$ cat src/rtl/i2s_tx_out_pkg.sv
// Shared frame constants and the slot bit-index mapping for the I2S output stage.
// The 64-bit frame is two 32-bit slots with the one-bclk I2S data delay.
package i2s_pkg;

    localparam int SLOT_BITS  = 32;
    localparam int FRAME_BITS = 64;
    localparam int BCNT_W     = 6;

    localparam logic LRCK_LEFT  = 1'b0;
    localparam logic LRCK_RIGHT = 1'b1;

    typedef logic [BCNT_W-1:0] bcnt_t;

    typedef struct packed {
        logic       valid;
        logic [7:0] idx;
    } bit_sel_t;

    // Slot position 0 is the I2S delay bit; positions 1..dsize carry the word MSB first.
    function automatic bit_sel_t bit_select(input bcnt_t b, input int dsize);
        bit_sel_t sel;
        int       pos;
        pos       = int'(b) % SLOT_BITS;
        sel.valid = (pos >= 1) && (pos <= dsize);
        sel.idx   = sel.valid ? 8'(dsize - pos) : 8'd0;
        return sel;
    endfunction

    function automatic logic slot_lrck(input bcnt_t b);
        return (int'(b) >= SLOT_BITS) ? LRCK_RIGHT : LRCK_LEFT;
    endfunction

endpackage

$ cat src/rtl/i2s_tx_out_if.sv
// Sample handshake from the filter plus the I2S/status outputs of the transmitter.
// master = transmitter side, slave = filter/codec/observer side.
interface i2s_tx_out_if #(
    parameter int DATA_SIZE  = 24,
    parameter int FIFO_DEPTH = 4
);
    localparam int LVL_W = $clog2(FIFO_DEPTH) + 1;

    logic                        enable;
    logic                        filter_done;
    logic signed [DATA_SIZE-1:0] data_in;
    logic                        bclk;
    logic                        lrck;
    logic                        sdata;
    logic [LVL_W-1:0]            fifo_level;
    logic                        overflow;
    logic                        underflow;

    modport master (
        input  enable, filter_done, data_in,
        output bclk, lrck, sdata, fifo_level, overflow, underflow
    );

    modport slave (
        output enable, filter_done, data_in,
        input  bclk, lrck, sdata, fifo_level, overflow, underflow
    );

endinterface

$ cat src/rtl/i2s_tx_out_sample_fifo.sv
// Small synchronous show-ahead FIFO for filtered samples.
// A push into a full FIFO is accepted only when a pop happens in the same cycle.
module sample_fifo #(
    parameter int DATA_SIZE  = 24,
    parameter int FIFO_DEPTH = 4
) (
    input  logic                              clk,
    input  logic                              reset,
    input  logic                              push,
    input  logic                              pop,
    input  logic [DATA_SIZE-1:0]              din,
    output logic [DATA_SIZE-1:0]              dout,
    output logic                              full,
    output logic                              empty,
    output logic [$clog2(FIFO_DEPTH):0]       level
);

    localparam int AW    = $clog2(FIFO_DEPTH);
    localparam int LVL_W = AW + 1;

    logic [DATA_SIZE-1:0] mem [FIFO_DEPTH];
    logic [AW-1:0]        wr_ptr_reg;
    logic [AW-1:0]        rd_ptr_reg;
    logic [LVL_W-1:0]     count_reg;
    logic                 do_push;
    logic                 do_pop;

    assign full    = (count_reg == LVL_W'(FIFO_DEPTH));
    assign empty   = (count_reg == '0);
    assign level   = count_reg;
    assign dout    = mem[rd_ptr_reg];
    assign do_pop  = pop && !empty;
    assign do_push = push && (!full || do_pop);

    // Storage has no reset; emptiness is tracked purely by the pointers and count.
    always_ff @(posedge clk) begin
        if (do_push) begin
            mem[wr_ptr_reg] <= din;
        end
    end

    always_ff @(posedge clk or negedge reset) begin
        if (!reset) begin
            wr_ptr_reg <= '0;
            rd_ptr_reg <= '0;
            count_reg  <= '0;
        end else begin
            if (do_push) begin
                wr_ptr_reg <= wr_ptr_reg + 1'b1;
            end
            if (do_pop) begin
                rd_ptr_reg <= rd_ptr_reg + 1'b1;
            end
            case ({do_push, do_pop})
                2'b10:   count_reg <= count_reg + 1'b1;
                2'b01:   count_reg <= count_reg - 1'b1;
                default: count_reg <= count_reg;
            endcase
        end
    end

endmodule

$ cat src/rtl/i2s_tx_out.sv
// Mono I2S master transmitter: buffers filter results and sends each one in both slots.
// All serial outputs change only on bclk falling events so the codec samples on rising.
module i2s_tx_out
    import i2s_pkg::*;
#(
    parameter int DATA_SIZE  = 24,
    parameter int BCLK_DIV   = 8,
    parameter int FIFO_DEPTH = 4
) (
    input  logic         clk,
    input  logic         reset,
    i2s_tx_out_if.master bus
);

    localparam int LVL_W = $clog2(FIFO_DEPTH) + 1;
    localparam int DIV_W = (BCLK_DIV > 1) ? $clog2(BCLK_DIV) : 1;
    localparam logic [DIV_W-1:0] DIV_LAST = DIV_W'(BCLK_DIV - 1);

    logic                 capture_pending_reg;
    logic [DIV_W-1:0]     div_reg;
    logic                 bclk_reg;
    logic                 lrck_reg;
    logic                 sdata_reg;
    logic                 underflow_reg;
    logic                 started_reg;
    bcnt_t                bcnt_reg;
    logic [DATA_SIZE-1:0] word_reg;
    logic [DATA_SIZE-1:0] last_word_reg;

    logic                 div_wrap;
    logic                 fall_event;
    bcnt_t                bcnt_next;
    logic                 frame_load;
    logic                 sdata_next;
    logic [DATA_SIZE-1:0] load_word;
    logic [DATA_SIZE-1:0] shifted;
    bit_sel_t             sel;

    logic                 fifo_push;
    logic                 fifo_pop;
    logic                 fifo_full;
    logic                 fifo_empty;
    logic [DATA_SIZE-1:0] fifo_dout;
    logic [LVL_W-1:0]     fifo_level;

    sample_fifo #(
        .DATA_SIZE  (DATA_SIZE),
        .FIFO_DEPTH (FIFO_DEPTH)
    ) u_fifo (
        .clk   (clk),
        .reset (reset),
        .push  (fifo_push),
        .pop   (fifo_pop),
        .din   (bus.data_in),
        .dout  (fifo_dout),
        .full  (fifo_full),
        .empty (fifo_empty),
        .level (fifo_level)
    );

    // The filter's output register is only valid the cycle after its done pulse,
    // so the push is issued from a one-cycle pending flag.
    assign fifo_push = capture_pending_reg;

    always_comb begin
        div_wrap   = bus.enable && (div_reg == DIV_LAST);
        fall_event = div_wrap && bclk_reg;
        // The first falling event after enable always lands on b=0 and loads a frame.
        bcnt_next  = started_reg ? bcnt_reg + 1'b1 : '0;
        frame_load = fall_event && (bcnt_next == '0);
        fifo_pop   = frame_load && !fifo_empty;
        load_word  = fifo_pop ? fifo_dout : last_word_reg;
        sel        = bit_select(bcnt_next, DATA_SIZE);
        shifted    = word_reg >> sel.idx;
        sdata_next = sel.valid & shifted[0];
    end

    always_ff @(posedge clk or negedge reset) begin
        if (!reset) begin
            capture_pending_reg <= 1'b0;
            div_reg             <= '0;
            bclk_reg            <= 1'b0;
            lrck_reg            <= 1'b0;
            sdata_reg           <= 1'b0;
            underflow_reg       <= 1'b0;
            started_reg         <= 1'b0;
            bcnt_reg            <= '0;
            word_reg            <= '0;
            last_word_reg       <= '0;
        end else begin
            capture_pending_reg <= bus.filter_done;
            underflow_reg       <= 1'b0;
            if (!bus.enable) begin
                div_reg     <= '0;
                bclk_reg    <= 1'b0;
                lrck_reg    <= 1'b0;
                sdata_reg   <= 1'b0;
                started_reg <= 1'b0;
                bcnt_reg    <= '0;
            end else begin
                if (div_wrap) begin
                    div_reg  <= '0;
                    bclk_reg <= ~bclk_reg;
                end else begin
                    div_reg  <= div_reg + 1'b1;
                end
                if (fall_event) begin
                    bcnt_reg    <= bcnt_next;
                    started_reg <= 1'b1;
                    lrck_reg    <= slot_lrck(bcnt_next);
                    // b=0 is a pad bit, so loading the word here never disturbs the line.
                    sdata_reg   <= sdata_next;
                    if (frame_load) begin
                        word_reg      <= load_word;
                        last_word_reg <= load_word;
                        underflow_reg <= fifo_empty;
                    end
                end
            end
        end
    end

    assign bus.bclk       = bclk_reg;
    assign bus.lrck       = lrck_reg;
    assign bus.sdata      = sdata_reg;
    assign bus.underflow  = underflow_reg;
    assign bus.fifo_level = fifo_level;
    assign bus.overflow   = fifo_push && fifo_full && !fifo_pop;

endmodule

$ cat src/flat_wrapper.sv
// flat-port wrapper written by rule: the top's interface ports become plain ports
module i2s_tx_out_flat import i2s_pkg::*;
#(
    parameter int DATA_SIZE  = 24,
    parameter int BCLK_DIV   = 8,
    parameter int FIFO_DEPTH = 4
)
  (clk, reset, bus_enable, bus_filter_done, bus_data_in, bus_bclk, bus_lrck, bus_sdata, bus_fifo_level, bus_overflow, bus_underflow);
  i2s_tx_out_if #(.DATA_SIZE(DATA_SIZE), .FIFO_DEPTH(FIFO_DEPTH)) bus_i ();
  input  logic clk;
  input  logic reset;
  input wire logic [$bits(bus_i.enable)-1:0] bus_enable;
  input wire logic [$bits(bus_i.filter_done)-1:0] bus_filter_done;
  input wire logic [$bits(bus_i.data_in)-1:0] bus_data_in;
  output wire logic [$bits(bus_i.bclk)-1:0] bus_bclk;
  output wire logic [$bits(bus_i.lrck)-1:0] bus_lrck;
  output wire logic [$bits(bus_i.sdata)-1:0] bus_sdata;
  output wire logic [$bits(bus_i.fifo_level)-1:0] bus_fifo_level;
  output wire logic [$bits(bus_i.overflow)-1:0] bus_overflow;
  output wire logic [$bits(bus_i.underflow)-1:0] bus_underflow;
  assign bus_i.enable = bus_enable;
  assign bus_i.filter_done = bus_filter_done;
  assign bus_i.data_in = bus_data_in;
  assign bus_bclk = bus_i.bclk;
  assign bus_lrck = bus_i.lrck;
  assign bus_sdata = bus_i.sdata;
  assign bus_fifo_level = bus_i.fifo_level;
  assign bus_overflow = bus_i.overflow;
  assign bus_underflow = bus_i.underflow;
  i2s_tx_out #(.DATA_SIZE(DATA_SIZE), .BCLK_DIV(BCLK_DIV), .FIFO_DEPTH(FIFO_DEPTH)) u_core (.clk(clk), .reset(reset), .bus(bus_i));
endmodule
$ cat config.mk
export PLATFORM = sky130hd
export DESIGN_NAME = i2s_tx_out_flat
export DESIGN_NICKNAME = d
export VERILOG_FILES = /design/src/rtl/i2s_tx_out_pkg.sv /design/src/rtl/i2s_tx_out_if.sv /design/src/rtl/i2s_tx_out_sample_fifo.sv /design/src/rtl/i2s_tx_out.sv /design/src/flat_wrapper.sv
export SDC_FILE = /design/constraint.sdc
export NUM_CORES = 1
export LEC_CHECK = 0
export ABC_CLOCK_PERIOD_IN_PS = 7420
export BUFFER_PORTS_ARGS = -buffer_cell sky130_fd_sc_hd__buf_2
export CAP_MARGIN = 10
export CORE_ASPECT_RATIO = 0.6
export CORE_MARGIN = 2
export CORE_UTILIZATION = 49
export CTS_CLUSTER_DIAMETER = 80
export CTS_CLUSTER_SIZE = 12
export DETAILED_ROUTE_END_ITERATION = 8
export MAX_ROUTING_LAYER = met4
export PLACE_DENSITY = 0.7
export SLEW_MARGIN = 30
export SYNTH_ARGS = -nofsm -noshare
export SYNTH_HDL_FRONTEND = slang
export SYNTH_HIERARCHICAL = 1
export SYNTH_SLANG_ARGS = --single-unit
$ cat constraint.sdc
create_clock -name clk -period 7.42 [get_ports clk]
set_input_delay 0.742 -clock clk [delete_from_list [all_inputs] [get_ports clk]]
set_output_delay 0.742 -clock clk [all_outputs]
set_load 0.1 [all_outputs]
==> results of run 1 <==
-- path summary, 6_finish.rpt --
path / start / to / slack (ns) / cells past startpoint
setup / recovery: u_core/div_reg[0]$_DFF_PN0_ / bus_overflow / 3.76 / 9
hold / removal: reset / u_core/bus.bclk$_DFFE_PN0P_ / 0.34 / 1
hold reg to reg: u_core/div_reg[0]$_DFF_PN0_ / u_core/div_reg[0]$_DFF_PN0_ / 0.44 / 1
min in group clk: bus_filter_done / u_core/capture_pending_reg$_DFF_PN0_ / 0.44 / 1
max in group asynchronous: reset / u_core/u_fifo/rd_ptr_reg[1]$_DFFE_PN0N_ / 6.65 / 1
setup reg to reg: u_core/div_reg[0]$_DFF_PN0_ / u_core/u_fifo/level[2]$_DFFE_PN0P_ / 3.83 / 13
-- cells by family after synthesis --
logic type               Yosys count  share of synthesized area
buffers and inverters             27                     0.0223
AND/OR/NAND/NOR                   70                     0.0631
adder cells (fa/ha/maj)           10                     0.0219
XOR/XNOR                           9                     0.0130
flip-flops                       142                      0.667
multiplexers                      60                      0.157
AO/OA/AOI/OAI                     43                     0.0554
-- per-layer routing --
metal	vias to the layer above	share of wire
met5	-	0
met4	0	0.014
met3	14	0.037
met2	58	0.42
met1	1654	0.53
li1	1492	-
-- stage by stage --
| stage | total power [mW] | utilization | setup slack, ns | std cells |
|---|---|---|---|---|
| 6_report | 2.14 | 0.578 | 3.76 | 582 |
| 2_1_floorplan | 1.24 | - | 3.52 | 361 |
| 5_1_grt | 2.23 | 0.578 | 3.40 | 582 |
| 3_5_place_dp | 1.33 | 0.529 | 3.52 | 550 |
| 3_3_place_gp | 1.32 | 0.529 | 3.62 | 550 |
| 4_1_cts | 2.17 | 0.578 | 3.73 | 582 |
-- worst max-delay path, delay by kind of cell (launching register included) --
family        cells  cell delay, ns
simple gates      5            1.09
buf+inv           2            0.71
flops             1            0.35
fa+ha+maj         2            0.35
-- power groups by stage --
stage	clock network, mW	registers [mW]	logic (mW)
6_report	0.834	1.02	0.290
5_1_grt	0.889	1.03	0.316
4_1_cts	0.851	1.02	0.295
3_5_place_dp	0	1.04	0.294
3_3_place_gp	0	1.03	0.290
2_1_floorplan	0	1.08	0.159
-- Yosys cell counts, types with 8 or more instances --
library cell	instances	share of area
edfxtp_1	96	0.48
dfrtp_1	46	0.19
mux2_1	25	0.047
mux4_2	24	0.089
nand3_1	11	0.0091
nor2_1	11	0.0068
nand2_1	10	0.0062
ha_1	9	0.019
inv_1	9	0.0056
and2_1	8	0.0083
nor3_1	8	0.0066
o21ai_0	8	0.0066
-- cell type report --
class / count / share of cell area
clock buffers: 18 / 0.0616
clock inverters: 14 / 0.0226
inverters: 10 / 0.00539
well taps: 165 / 0.0296
flip-flops and latches: 142 / 0.579
multi-input cells: 192 / 0.270
repair buffers: 41 / 0.0320
==> results.md, run 1 <==
* Status: completed
* Main synth FF type: edfxtp_1
* Final setup vio count at 0
* TritonCTS clock tree: done
* Clk_lat worst skew at 0.42 ns
* Die area at 13300 um2
* Register area share after synthesis at 0.667
* TNS Setup at 0 ns
* Max reg flops at 96
* Power Internal at 1.57 mW
* Peak Freq at 0.273 GHz
* Wire per inst at 18.8 um
* RSZ-0062 raised after global routing: false
* First-pass GRT wire length at 17700 um
* Worst Hold Class: input pin to asynchronous set/reset pin
* Critical path, cell by cell: ha_1, ha_1, nand3_1, nor3_1, nand3_1, nor2_2, buf_4, nor2_1, buf_2
* Chip Height at 90.1 um
* Peak VDD IR at 0.198 mV
* Vias post-DR at 3218
* Worst hold slack at 0.342 ns
* # resized after CTS at 0
* Period minus WS final at 3.66 ns
* Die X-Extent at 147 um
* Final Hold Violating Endpoints at 0
* Most common cell after layout, fill and taps aside: edfxtp_1
* Synth cell types at 57
* # IOs at 36
* Sw Ratio at 0.267
* Max_slew headroom at 0.551
* Fillers at 951
* MaxCap Viol Count at 0
* Remaining DRCs at 0
* Setup bufs post-CTS at 0
* # hold bufs at CTS at 0
* EDFF count, synth at 96
* Layout cells sized above 1 at 0.273
* Antenna Nets Post-Route at 0
* # diodes at 0
* Seq cells post-synth at 142
* Final period utilization at 0.494
* Initial antenna violation count at 0
* IO Port Bufs at 35
* Root buffer cell: clkbuf_16
* GRT Overall Usage at 0.184
* Final Max Slew Viols at 0
* Reg area at 4040 um2
* Combinational Power Share at 0.135
* Total Wirelength at 10900 um
* 1st-pass router iterations at 4
* P_sw at 0.573 mW
* Synth Cell Area at 6050 um2
* Placeable core region at 12100 um2
* DP Area at 6380 um2
* Clk pwr share at 0.389
* Hpwl dp at 7040 um
* Largest net degree at the start of global routing at 47
* Num CTS Buffers at 17
* H-tree depth at 4
* Kind of critical path: register to output pin
* Power per Cell Area at 308 nW/um2
* Leakage power total at 2.68 nW
* CP Launch Type: register
* GR peak layer: met1
* GR Util met3 at 0.0482
* Starting Density at 0.501
* Initial drt markers at 232
* Commonest non-fill, non-tap cells in the layout: edfxtp_1 (96), dfrtp_1 (45), buf_2 (34), mux2_1 (25), mux4_2 (24)
* Vias per Instance at 5.53
* CP Capture Type: output pin
* CP max stage cell: nand3_1
* Yosys warns at 6
* Final Net Count at 442
* Worst Path Arrival at 2.92 ns
* Global route overflow at 0
* Largest stage delay, worst path at 0.43 ns
* GRT met2 Usage at 0.246
* Finished Cell Area at 6970 um2
* Routing usage on met1 at 0.276
* Row cnt at 31
* CP max FO at 36
* Syn_nets at 399
* Post-synth ARST share at 0.324
* Syn-to-layout area delta at 15.2%
* Syn_area_per_cell at 16.8 um2
* Clock net sink count at 142
* Multi-input logic area at 1880 um2
* Max Root-Sink Buffers at 2
* Slew @ Worst Pin at 0.674 ns
* Post-synthesis cell count at 361
* Clock skew at 0.0136 ns
* Reg clk slew, reported paths at 0.06 ns
* Crit path required time at 6.68 ns
* GP Congestion at 0.874
* Reg power frac at 0.476
* Vias in the first global route at 3252
Power figures use the tool's default switching activity.
==> run 2: changes to the inputs <==
- ABC_CLOCK_PERIOD_IN_PS: 7420 -> 3800
- clock period: 7.42 -> 3.8 ns (I/O delays scaled with it)
==> results.md, run 2 (same netlist as run 1, synthesis figures left out) <==
* Status: completed
* Power per Cell Area at 596 nW/um2 (+94%)
* Worst Path Arrival at 2.98 ns (+0.06 ns)
* DR WL met3 at 521 um (+30%)
* Final Hold Violating Endpoints at 0 (unchanged)
* Root buffer cell: clkbuf_16
* Tot Pwr at 4.16 mW (+94%)
* DP Area at 6400 um2 (+0.25%)
* Peak Freq at 0.298 GHz
* Largest stage delay, worst path at 0.50 ns (+0.07 ns)
* IO Port Bufs at 35 (unchanged)
* MaxCap Viol Count at 0 (unchanged)
* Peak VDD IR at 0.279 mV (+41%)
* Max Root-Sink Buffers at 2 (unchanged)
* Clock skew at 0.0112 ns (-0.00236 ns)
* Starting Density at 0.501 (unchanged)
* Worst hold slack at 0.0702 ns (-0.272 ns)
* Final period utilization at 0.884
* Total Wirelength at 11200 um (+2.3%)
* CP max FO at 34 (-5.6%)
* Initial antenna violation count at 0 (unchanged)
* Slew @ Worst Pin at 0.703 ns (+0.0299 ns)
* Crit path required time at 3.42 ns (-3.26 ns)
* Die X-Extent at 147 um (unchanged)
* Max reg flops at 96 (unchanged)
* Remaining DRCs at 0 (unchanged)
* Final setup vio count at 0 (unchanged)
* CP max stage cell: dfrtp_1
* Vias post-DR at 3274 (+1.7%)
* Placeable core region at 12100 um2 (unchanged)
* Setup bufs post-CTS at 0 (unchanged)
* M1 WL at 5650 um (-2.1%)
* Fillers at 923 (-2.9%)
* # diodes at 0 (unchanged)
* TNS Setup at 0 ns (unchanged)
* CP Launch Type: register
* Finished Cell Area at 6980 um2 (+0.20%)
* Final Net Count at 445 (+0.68%)
* Max_slew headroom at 0.531 (-0.0199)
* Global route overflow at 0 (unchanged)
* GRT Overall Usage at 0.187 (+0.00279)
* Layout cells sized above 1 at 0.281 (+0.00757)
* Num CTS Buffers at 17 (unchanged)
* Crit path buffers/inverters at 2 (unchanged)
* Most common cell after layout, fill and taps aside: edfxtp_1
* Commonest non-fill, non-tap cells in the layout: edfxtp_1 (96), dfrtp_1 (44), buf_2 (34), mux2_1 (25), mux4_2 (24)
* Final Max Slew Viols at 0 (unchanged)
* Row cnt at 31 (unchanged)
* Vias per Instance at 5.60 (+1.2%)
* GP Congestion at 0.846 (-3.3%)
* H-tree depth at 4 (unchanged)
* Syn-to-layout area delta at 15.4%
* Critical path, cell by cell: nand2_1, ha_1, o21ai_0, nor3_1, nand3_1, nor2_2, buf_4, nor2_1, buf_2
* First-pass GRT wire length at 18000 um (+1.4%)
* # resized after CTS at 0 (unchanged)
* Hpwl dp at 7010 um (-0.41%)
* Chip Height at 90.1 um (unchanged)
* TritonCTS clock tree: done
* Wire per inst at 19.1 um (+1.8%)
* 1st-pass router iterations at 5 (+1)
* DR WL met2 at 4950 um (+7.3%)
* # IOs at 36 (unchanged)
* Die area at 13300 um2 (unchanged)
* Leakage power total at 2.68 nW (about the same)
* RSZ-0062 raised after global routing: false
* Antenna Nets Post-Route at 0 (unchanged)
* Kind of critical path: register to output pin
* Vias in the first global route at 3308 (+1.7%)
* CP Capture Type: output pin
* Top cell family by delay on the critical path: simple AND/OR/NAND/NOR gates
* Period minus WS final at 3.36 ns
* Clock net sink count at 142 (unchanged)
* Reg clk slew, reported paths at 0.06 ns (about the same)
* Clk_lat worst skew at 0.42 ns (about the same)
* Worst Hold Class: input pin to register
* Largest net degree at the start of global routing at 47 (unchanged)
* DR top layer: met4
* Initial drt markers at 304 (+31%)
-- run 2: changes by cell type in the layout (fill, tap and decap cells not counted) --
cell           previous run  this run
clkinvlp_4                1         3
clkinv_4                  4         1
clkinv_1                  1         0
dfrtp_2                   1         2
dlygate4sd3_1             0         1
inv_6                     4         7
inv_8                     1         2
bufinv_16                 2         1
buf_4                     7         9
clkinv_2                  1         0
dfrtp_1                  45        44
-- run 2: timing repair --
action	4_1_cts	5_1_grt
endpoints found under the hold margin	13	0
setup endpoints to repair	0	0
hold buffers	1	0
-- run 2: path summary, 6_finish.rpt --
| check | start | endpoint | slack (ns) | cells past startpoint |
|---|---|---|---|---|
| max | u_core/started_reg$_DFFE_PN0P_ | bus_overflow | 0.44 | 9 |
| min | bus_filter_done | u_core/capture_pending_reg$_DFF_PN0_ | 0.07 | 1 |
| max reg2reg | u_core/started_reg$_DFFE_PN0P_ | u_core/u_fifo/level[2]$_DFFE_PN0P_ | 0.62 | 12 |
| min reg2reg | u_core/div_reg[0]$_DFF_PN0_ | u_core/div_reg[0]$_DFF_PN0_ | 0.44 | 1 |
| max in group asynchronous | reset | u_core/u_fifo/rd_ptr_reg[1]$_DFFE_PN0N_ | 2.84 | 2 |
| min in group asynchronous | reset | u_core/bcnt_reg[3]$_DFFE_PN0P_ | 0.52 | 2 |
-- run 2: layout make-up --
cell class              instances  area (um2)  share of cell area
multi-input cells             192        1880               0.269
well taps                     165         206              0.0296
repair buffers                 44         248              0.0355
clock inverters                14         145              0.0208
flip-flops and latches        142        4040               0.578
inverters                      10        37.5             0.00538
clock buffers                  18         429              0.0615
-- run 2: routing by layer --
metal	vias to the layer above	GRT usage
met1	1676	0.275
met5	-	-
met3	8	0.0518
met2	85	0.257
li1	1505	-
met4	0	0.0537
-- run 2: worst register-to-register path, delay by kind of cell (launching register included) --
| kind | cells | cell delay [ns] |
|---|---|---|
| AO/OA/AOI/OAI | 3 | 0.47 |
| adder cells (fa/ha/maj) | 2 | 0.68 |
| flip-flops | 1 | 0.50 |
| AND/OR/NAND/NOR | 7 | 1.40 |
-- run 2: metrics by stage --
stage	utilization	std cells	setup WS (ns)
6_report	0.579	585	0.440
5_1_grt	0.579	585	0.223
4_1_cts	0.579	585	0.410
3_5_place_dp	0.530	552	0.656
3_3_place_gp	0.530	552	0.801
2_1_floorplan	-	361	0.207
-- run 2: report_power, final --
| group | internal [mW] | switching [mW] |
|---|---|---|
| clock | 0.924 | 0.684 |
| sequential | 1.91 | 0.0814 |
| combinational | 0.180 | 0.387 |
| total | 3.01 | 1.15 |
